### src/rtl/bullet_pkg.sv
// Shared types and constants for the bullet pool: default field widths,
// color codes and the per-slot bullet record.
package bullet_pkg;

   localparam int DEFAULT_COORD_W = 8;
   localparam int DEFAULT_SPEED_W = 4;

   localparam logic [2:0] WHITE = 3'd0;
   localparam logic [2:0] GREEN = 3'd1;
   localparam logic [2:0] BLUE  = 3'd2;

   typedef struct packed {
      logic                       active;
      logic [2:0]                 color;
      logic [DEFAULT_SPEED_W-1:0] speed;
      logic [DEFAULT_COORD_W-1:0] w;
      logic [DEFAULT_COORD_W-1:0] h;
      logic [DEFAULT_COORD_W-1:0] x;
      logic [DEFAULT_COORD_W-1:0] y;
   } bullet_slot_t;

endpackage

### src/rtl/bullet_alloc.sv
// Lowest-index-free priority encoder: picks the slot a new bullet is written to.
module bullet_alloc #(
   parameter  int NUM_SLOTS = 8,
   localparam int IDX_W     = $clog2(NUM_SLOTS)
) (
   input  logic [NUM_SLOTS-1:0] free_i,
   output logic [IDX_W-1:0]     idx_o,
   output logic                 any_free_o
);

   always_comb begin
      // NOTE: outputs get defaults before the loop so no path leaves them unassigned (no latch).
      idx_o      = '0;
      any_free_o = 1'b0;
      // Scanning downwards lets the lowest free index be the last one written.
      for (int i = NUM_SLOTS - 1; i >= 0; i--) begin
         if (free_i[i]) begin
            idx_o      = IDX_W'(i);
            any_free_o = 1'b1;
         end
      end
   end

endmodule

### src/rtl/bullet_pool.sv
// Fixed pool of bullet slots: spawn into the lowest free slot, per-tick vertical
// movement with wrap or retire, collision clear, and two combinational read ports.
module bullet_pool
   import bullet_pkg::*;
#(
   parameter  int NUM_SLOTS = 8,
   parameter  int COORD_W   = DEFAULT_COORD_W,
   parameter  int SPEED_W   = DEFAULT_SPEED_W,
   parameter  int Y_LIMIT   = 200,
   parameter  int Y_RESTART = 1,
   parameter  int WRAP_MODE = 1,
   localparam int IDX_W     = $clog2(NUM_SLOTS)
) (
   input  logic                 clk,
   input  logic                 reset,
   input  logic                 isRun,
   input  logic                 moveTick,
   input  logic                 spawnValid,
   input  logic [COORD_W-1:0]   spawnX,
   input  logic [COORD_W-1:0]   spawnY,
   input  logic [COORD_W-1:0]   spawnW,
   input  logic [COORD_W-1:0]   spawnH,
   input  logic [2:0]           spawnColor,
   input  logic [SPEED_W-1:0]   spawnSpeed,
   output logic                 spawnReady,
   input  logic [IDX_W-1:0]     renderIndex,
   output logic [2*COORD_W-1:0] renderPos,
   output logic [2*COORD_W-1:0] renderSize,
   output logic [2:0]           renderColor,
   output logic                 isRender1,
   input  logic [IDX_W-1:0]     colIndex,
   output logic [2*COORD_W-1:0] colPos,
   output logic [2*COORD_W-1:0] colSize,
   output logic [2:0]           colColor,
   output logic                 isRender2,
   input  logic                 isCollide,
   output logic [IDX_W:0]       liveCount,
   output logic                 full,
   output logic                 empty
);

   typedef struct packed {
      logic               active;
      logic [2:0]         color;
      logic [SPEED_W-1:0] speed;
      logic [COORD_W-1:0] w;
      logic [COORD_W-1:0] h;
      logic [COORD_W-1:0] x;
      logic [COORD_W-1:0] y;
   } slot_t;

   localparam logic [COORD_W-1:0] Y_LIM = COORD_W'(Y_LIMIT);
   localparam logic [COORD_W-1:0] Y_RST = COORD_W'(Y_RESTART);

   slot_t                slots_q [NUM_SLOTS];
   slot_t                slots_d [NUM_SLOTS];
   logic [IDX_W-1:0]     col_index_q;
   logic [NUM_SLOTS-1:0] free_vec;
   logic [IDX_W-1:0]     alloc_idx;
   logic                 any_free;
   logic                 spawn_fire;
   logic                 move_en;
   slot_t                spawn_slot;
   slot_t                render_slot;
   slot_t                col_slot;

   function automatic logic [COORD_W-1:0] advance_y(input logic [COORD_W-1:0] y,
                                                    input logic [SPEED_W-1:0] speed);
      logic [COORD_W:0] sum;
      sum = {1'b0, y} + (COORD_W+1)'(speed);
      return sum[COORD_W] ? {COORD_W{1'b1}} : sum[COORD_W-1:0];
   endfunction

   always_comb begin
      free_vec = '0;
      for (int i = 0; i < NUM_SLOTS; i++) free_vec[i] = !slots_q[i].active;
   end

   bullet_alloc #(.NUM_SLOTS(NUM_SLOTS)) u_alloc (
      .free_i     (free_vec),
      .idx_o      (alloc_idx),
      .any_free_o (any_free)
   );

   assign spawnReady = any_free;
   assign spawn_fire = spawnValid && any_free;
   assign move_en    = isRun && moveTick;
   assign spawn_slot = '{active: 1'b1, color: spawnColor, speed: spawnSpeed,
                         w: spawnW, h: spawnH, x: spawnX, y: spawnY};

   // Priority within a slot: move, then collide clear, then spawn overwrites all.
   always_comb begin
      for (int i = 0; i < NUM_SLOTS; i++) begin
         slots_d[i] = slots_q[i];
         if (move_en && slots_q[i].active) begin
            if (slots_q[i].y >= Y_LIM) begin
               if (WRAP_MODE != 0) slots_d[i].y      = Y_RST;
               else                slots_d[i].active = 1'b0;
            end else begin
               slots_d[i].y = advance_y(slots_q[i].y, slots_q[i].speed);
            end
         end
         if (isCollide && col_index_q == IDX_W'(i)) slots_d[i].active = 1'b0;
         if (spawn_fire && alloc_idx == IDX_W'(i)) slots_d[i] = spawn_slot;
      end
   end

   always_ff @(posedge clk) begin
      if (reset) begin
         // NOTE: the whole slot array is cleared, not only the active bits, so every read returns zeros after reset.
         slots_q     <= '{default: '0};
         col_index_q <= '0;
      end else begin
         // NOTE: non-blocking updates so all slots and the index register sample pre-edge values.
         slots_q     <= slots_d;
         col_index_q <= colIndex;
      end
   end

   // Index compare against each legal slot leaves out-of-range reads at zero.
   always_comb begin
      render_slot = '0;
      col_slot    = '0;
      for (int i = 0; i < NUM_SLOTS; i++) begin
         if (renderIndex == IDX_W'(i)) render_slot = slots_q[i];
         if (colIndex == IDX_W'(i))    col_slot    = slots_q[i];
      end
   end

   assign renderPos   = {render_slot.x, render_slot.y};
   assign renderSize  = {render_slot.w, render_slot.h};
   assign renderColor = render_slot.color;
   assign isRender1   = render_slot.active;
   assign colPos      = {col_slot.x, col_slot.y};
   assign colSize     = {col_slot.w, col_slot.h};
   assign colColor    = col_slot.color;
   assign isRender2   = col_slot.active;

   always_comb begin
      liveCount = '0;
      for (int i = 0; i < NUM_SLOTS; i++) liveCount = liveCount + (IDX_W+1)'(slots_q[i].active);
   end

   assign full  = (liveCount == (IDX_W+1)'(NUM_SLOTS));
   assign empty = (liveCount == '0);

endmodule

### config.mk
export PLATFORM = sky130hd
export DESIGN_NAME = bullet_pool
export DESIGN_NICKNAME = d
export VERILOG_FILES = /design/src/rtl/bullet_pkg.sv /design/src/rtl/bullet_alloc.sv /design/src/rtl/bullet_pool.sv
export SDC_FILE = /design/constraint.sdc
export NUM_CORES = 1
export LEC_CHECK = 0
export BUFFER_PORTS_ARGS = -buffer_cell sky130_fd_sc_hd__buf_2
export CAP_MARGIN = 40
export CORE_ASPECT_RATIO = 1.4
export CORE_MARGIN = 2
export CORE_UTILIZATION = 49
export DETAILED_ROUTE_END_ITERATION = 10
export HOLD_SLACK_MARGIN = 0.03
export PLACE_DENSITY = 0.74
export SYNTH_ARGS = -nofsm -noshare
export SYNTH_HDL_FRONTEND = slang
export SYNTH_SLANG_ARGS = --single-unit
### constraint.sdc
create_clock -name clk -period 6.31 [get_ports clk]
set_clock_uncertainty 0.2 [all_clocks]
set_input_delay 0 -clock clk [delete_from_list [all_inputs] [get_ports clk]]
set_output_delay 0 -clock clk [all_outputs]
set_load 0.01 [all_outputs]
Word-level counts from Yosys, hierarchy flattened:

Index checks and enable logic that the tools add are counted.

* register bits: 323
* output and inout bits: 79
* word-level logic and storage cells: 228

* add/sub/neg operators: 15
* $lt $le $gt $ge: 8
* eq/ne operators: 29
* muxes and demuxes: 72
* reduce and logical (&&, ||, !) cells: 47

Operators by type and width (number)
* $mux W40: 24
* $mux W8: 24
* $add A8 B4 Y9: 8
* $ge A8 B8 Y1 const B: 8
* $eq A3 B3 Y1 const B: 16
* $reduce_bool A2 Y1: 16
* $logic_and A1 B1 Y1: 26
* $eq A3 B2 Y1 const B: 8
* $mux W3: 8
* $add A4 B1 Y4: 4
* $mux W1: 16
* $eq A3 B1 Y1 const B: 4
* $logic_not A3 Y1: 4
* $add A3 B1 Y4: 1
* $eq A4 B4 Y1 const B: 1
* $logic_not A4 Y1: 1
* $add A2 B1 Y3: 1
* $add A1 B1 Y2: 1

Depth between registers and ports, before layout:

* depth after elaboration: 11
* gate-level depth with buffers: 10
* mapped depth without buffers: 10

Hierarchy:

Synthesis repeated with hierarchy kept, for this count alone.

* cell total of the unflattened synthesis: 2647
* area total of the unflattened synthesis: 19436.1 um^2

By module, submodules not included
* bullet_pool: instances 1, cells an instance 2634, area an instance 19356.1 um^2, sequential area each 6466.2 um^2
* bullet_alloc: instances 1, cells an instance 13, area an instance 80.1 um^2, sequential area each 0.0 um^2

Worst setup path after synthesis:

Ideal clock, no wire load.

* path type: register -> output
* start: reg slots_q[39] (netlist bit)
* end: out full
* arrival time: 2.977 ns
* data required time: 6.110 ns
* slack: 3.133 ns
* cell stages (with the launch flop): 11
* buffers on the path: 0
* path through: dfxtp_1 fa_1 inv_1 fa_1 fa_1 inv_1 ha_1 inv_1 fa_1 xnor2_1 nor3b_1

* word-level cells in the longest chain between the ends: 2

Ends and longest elaborated chain
* from (decl): RTL line bullet_pool.sv:55 `slot_t slots_q [NUM_SLOTS];`
* from (signal assigned): RTL line bullet_pool.sv:115 `slots_q <= slots_d;`
* $add A4 B1 Y4: RTL line bullet_pool.sv:141 `for (int i = 0; i < NUM_SLOTS; i++) liveCount = liveCount + (IDX_W+1)'(slots_q[i].active);`
* net liveCount[2]: RTL line bullet_pool.sv:37 `output logic [IDX_W:0] liveCount,`
* $eq A4 B4 Y1: RTL line bullet_pool.sv:144 `assign full = (liveCount == (IDX_W+1)'(NUM_SLOTS));`
* to (decl): RTL line bullet_pool.sv:38 `output logic full,`

The timed path passes the listed nets, and every way through them passes these cells.

Final worst setup path:

* start: reg slots_q[159] (netlist bit)
* end: out full

* word-level cells in the longest chain between the ends: 5

Ends and longest elaborated chain (RTL line)
* $add A4 B1 Y4 (4 in series): bullet_pool.sv:141
* $eq A4 B4 Y1: bullet_pool.sv:144

Every way passes these cells.

==> run metrics <==
clock sink count=roughly 320; Worst slew margin=0.3105; fin nets=between 2000 and 3000; Core Area=37630 um2; total track usage=0.3354; RSZ-0062 raised after global routing=false; CTS tree=done; Synth area leaders=dfxtp_1 (35%), nand2_1 (15%), a21oi_1 (11%); antenna violations before repair=1; Hold Fails Final Rpt=0; Synth Flop Type=dfxtp_1; Fmax=260.1 MHz; Tot Pwr=between 4 and 5 mW; GP Congestion=about 1.0; Layout Utilization=0.5541; Data arrival, critical path=~3.6 ns; leading area contributor after synthesis=dfxtp_1; Synth Cell Area=between 15000 and 20000 um2; Area after DPL=just under 20000 um2; routed vias=just under 20000; Cell Count Post-Placement=roughly 3000; Worst-path clk slew=~0.060 ns; first-pass iteration count of the detailed router=6; maximum clock path buffer count=3; Setup Crit Path Kind=flop to output port; asr flop ratio synth=0; vias per inst=6.471; crit path max fanout=9; Yosys top cell area share=0.3457; fin crit period=around 3.8 ns; worst endpoint required time=between 6 and 7 ns; clock latency at the later pin of the worst-skew pair=around 0.54 ns; Syn. warnings=0; LEAKAGE=7.448 nW; crit start category=flop; PostCTS Resize Cnt=0; die footprint=39770 um2; number of buffers created by CTS=34; Die Span X=169.1 um; first-pass GRT wire length=approximately 110 mm; #FFs+latches synth=about 320; Post-route DRC=0; Die H=between 200 and 250 um; final worst path period share=0.6093; synth unique cells=75; pin count of the biggest net entering global routing=approximately 170; Slew Limit Fails=0; Synth Net Count=approximately 2600; area delta synth->final=11.47%; min-delay worst type=primary input to flop; Root Buffer=clkbuf_16; initial core utilization=0.4971; layout cells sized above 1=0.1141; diode count=0; drt total wl=about 69 mm; P per Cell Area=between 200 and 250 nW/um2; initial DRC count=2404; status=complete, no violations; register area=between 6000 and 7000 um2; PortBufs=129; final-layout fill cell count=approximately 3500; Antenna Nets Post-Route=0; DPL Wire Length=between 40 and 50 mm; vias in the first global route=18780; number of synthesized flops with an enable pin=0; num ports=between 100 and 150; most numerous cell in the Yosys netlist=nand2_1; Critical Path End Type=output port; Synth top cells by count=nand2_1 (735), a21oi_1 (400), dfxtp_1 (323); area of the multi-input gates=11000 um2; Cell Rows=84; wire per inst=between 20 and 25 um; Final WS setup=~2.5 ns; R2R setup slack=2.99 ns; Mapped Avg Cell Area=around 7.4 um2; post-synthesis sequential area ratio=0.3457; Non-Filler Instances=3049; Worst VDD drop=0.2275 mV; worst-margin pin slew=1.034 ns; Post-Syn Instances=around 2500; grt total ovfl=0; htree depth=2; pre-CTS WS=approximately 3.0 ns; hold_ws=around 0.12 ns; final setup fails=0; Sum Neg Setup Slack=0 ns; max-cap viol count=0; design area=roughly 21000 um2
kinds of logic (layout without fill, tap and decap cells):
family / after synthesis / in the layout / synth area share
AOI/OAI and AO/OA: 817 / 817 / 0.2543
xor gates and xnor gates: 20 / 20 / 0.009365
adders and majority gates: 49 / 49 / 0.03759
buffers and inverters: 294 / 333 / 0.07004
DFF: 323 / 323 / 0.3457
muxes: 87 / 87 / 0.07679
and+or+nand+nor: 947 / 947 / 0.2062
cells in the final DEF, fill, tap and decap left out, types with 10 or more instances in the layout:
master	n
dlygate4sd3_1	50
o22ai_1	37
nor3_1	13
xnor2_1	12
a22oi_1	24
mux4_2	44
a211oi_1	12
inv_1	61
a22o_1	26
nand2_1	734
a31oi_1	29
fa_1	12
nand3_1	38
mux2_2	12
nor2b_1	13
a21o_1	10
buf_4	32
a21oi_1	400
dfxtp_1	323
a221oi_1	30
and3_1	11
ha_1	37
clkbuf_16	34
o21ai_0	178
buf_2	124
nor2_1	78
mux2i_1	31
nand2b_1	17
worst max-delay path: stages (launching register included):
cell and delay [ns]:
dfxtp_1 0.48, fa_1 0.47, inv_1 0.09, fa_1 0.42
fa_1 0.43, inv_1 0.07, ha_1 0.16, inv_1 0.06
fa_1 0.50, nand2b_1 0.08, nor3b_1 0.19, buf_2 0.16
final timing paths:
path                             start                        end  cells after the start
max          slots_q[159]$_SDFFE_PP0P_                       full                     11
max reg2reg  slots_q[239]$_SDFFE_PP0P_    slots_q[0]$_SDFFE_PP0P_                      5
min reg2reg  slots_q[194]$_SDFFE_PP0P_  slots_q[194]$_SDFFE_PP0P_                      2
min                          spawnW[3]  slots_q[307]$_SDFFE_PP0P_                      4
per-layer routing:
metal / share of wire / global-route usage / wire length, um / vias to the layer above
met1: 0.36 / 0.4012 / 24750 / 9301
met2: 0.47 / 0.5495 / 32270 / 1273
met4: 0.063 / 0.2119 / 4313 / 2
met5: 0.00013 / 0 / 9 / -
li1: - / - / - / 8847
met3: 0.11 / 0.06607 / 7419 / 306
report_power, final:
group / internal (mW) / switching [mW] / leakage (nW)
registers: 2.07 / 0.0376 / 2.61
clock network: 1.15 / 0.881 / 0.541
logic: 0.176 / 0.358 / 4.30
sequential cells by signal, summed over array words and instances (netlist names):
register	flops
col_index_q	3
slots_q	320
layout make-up:
cell class                      count  share of cell area
Clock inverter                     14            0.007262
Inverter                           62             0.01116
Sequential cell                   323              0.3101
Clock buffer                       46             0.04537
Multi-Input combinational cell   1920              0.5278
Tap cell                          473             0.02839
Timing Repair Buffer              211             0.06986
what timing repair did:
| action | 4_1_cts | 5_1_grt |
|---|---|---|
| hold buffers | 50 | 0 |
| setup endpoints to repair | 0 | 0 |
| endpoints found under the hold margin | 323 | 0 |
| buffers inserted | 0 | 0 |
Power figures use the tool's default switching activity.
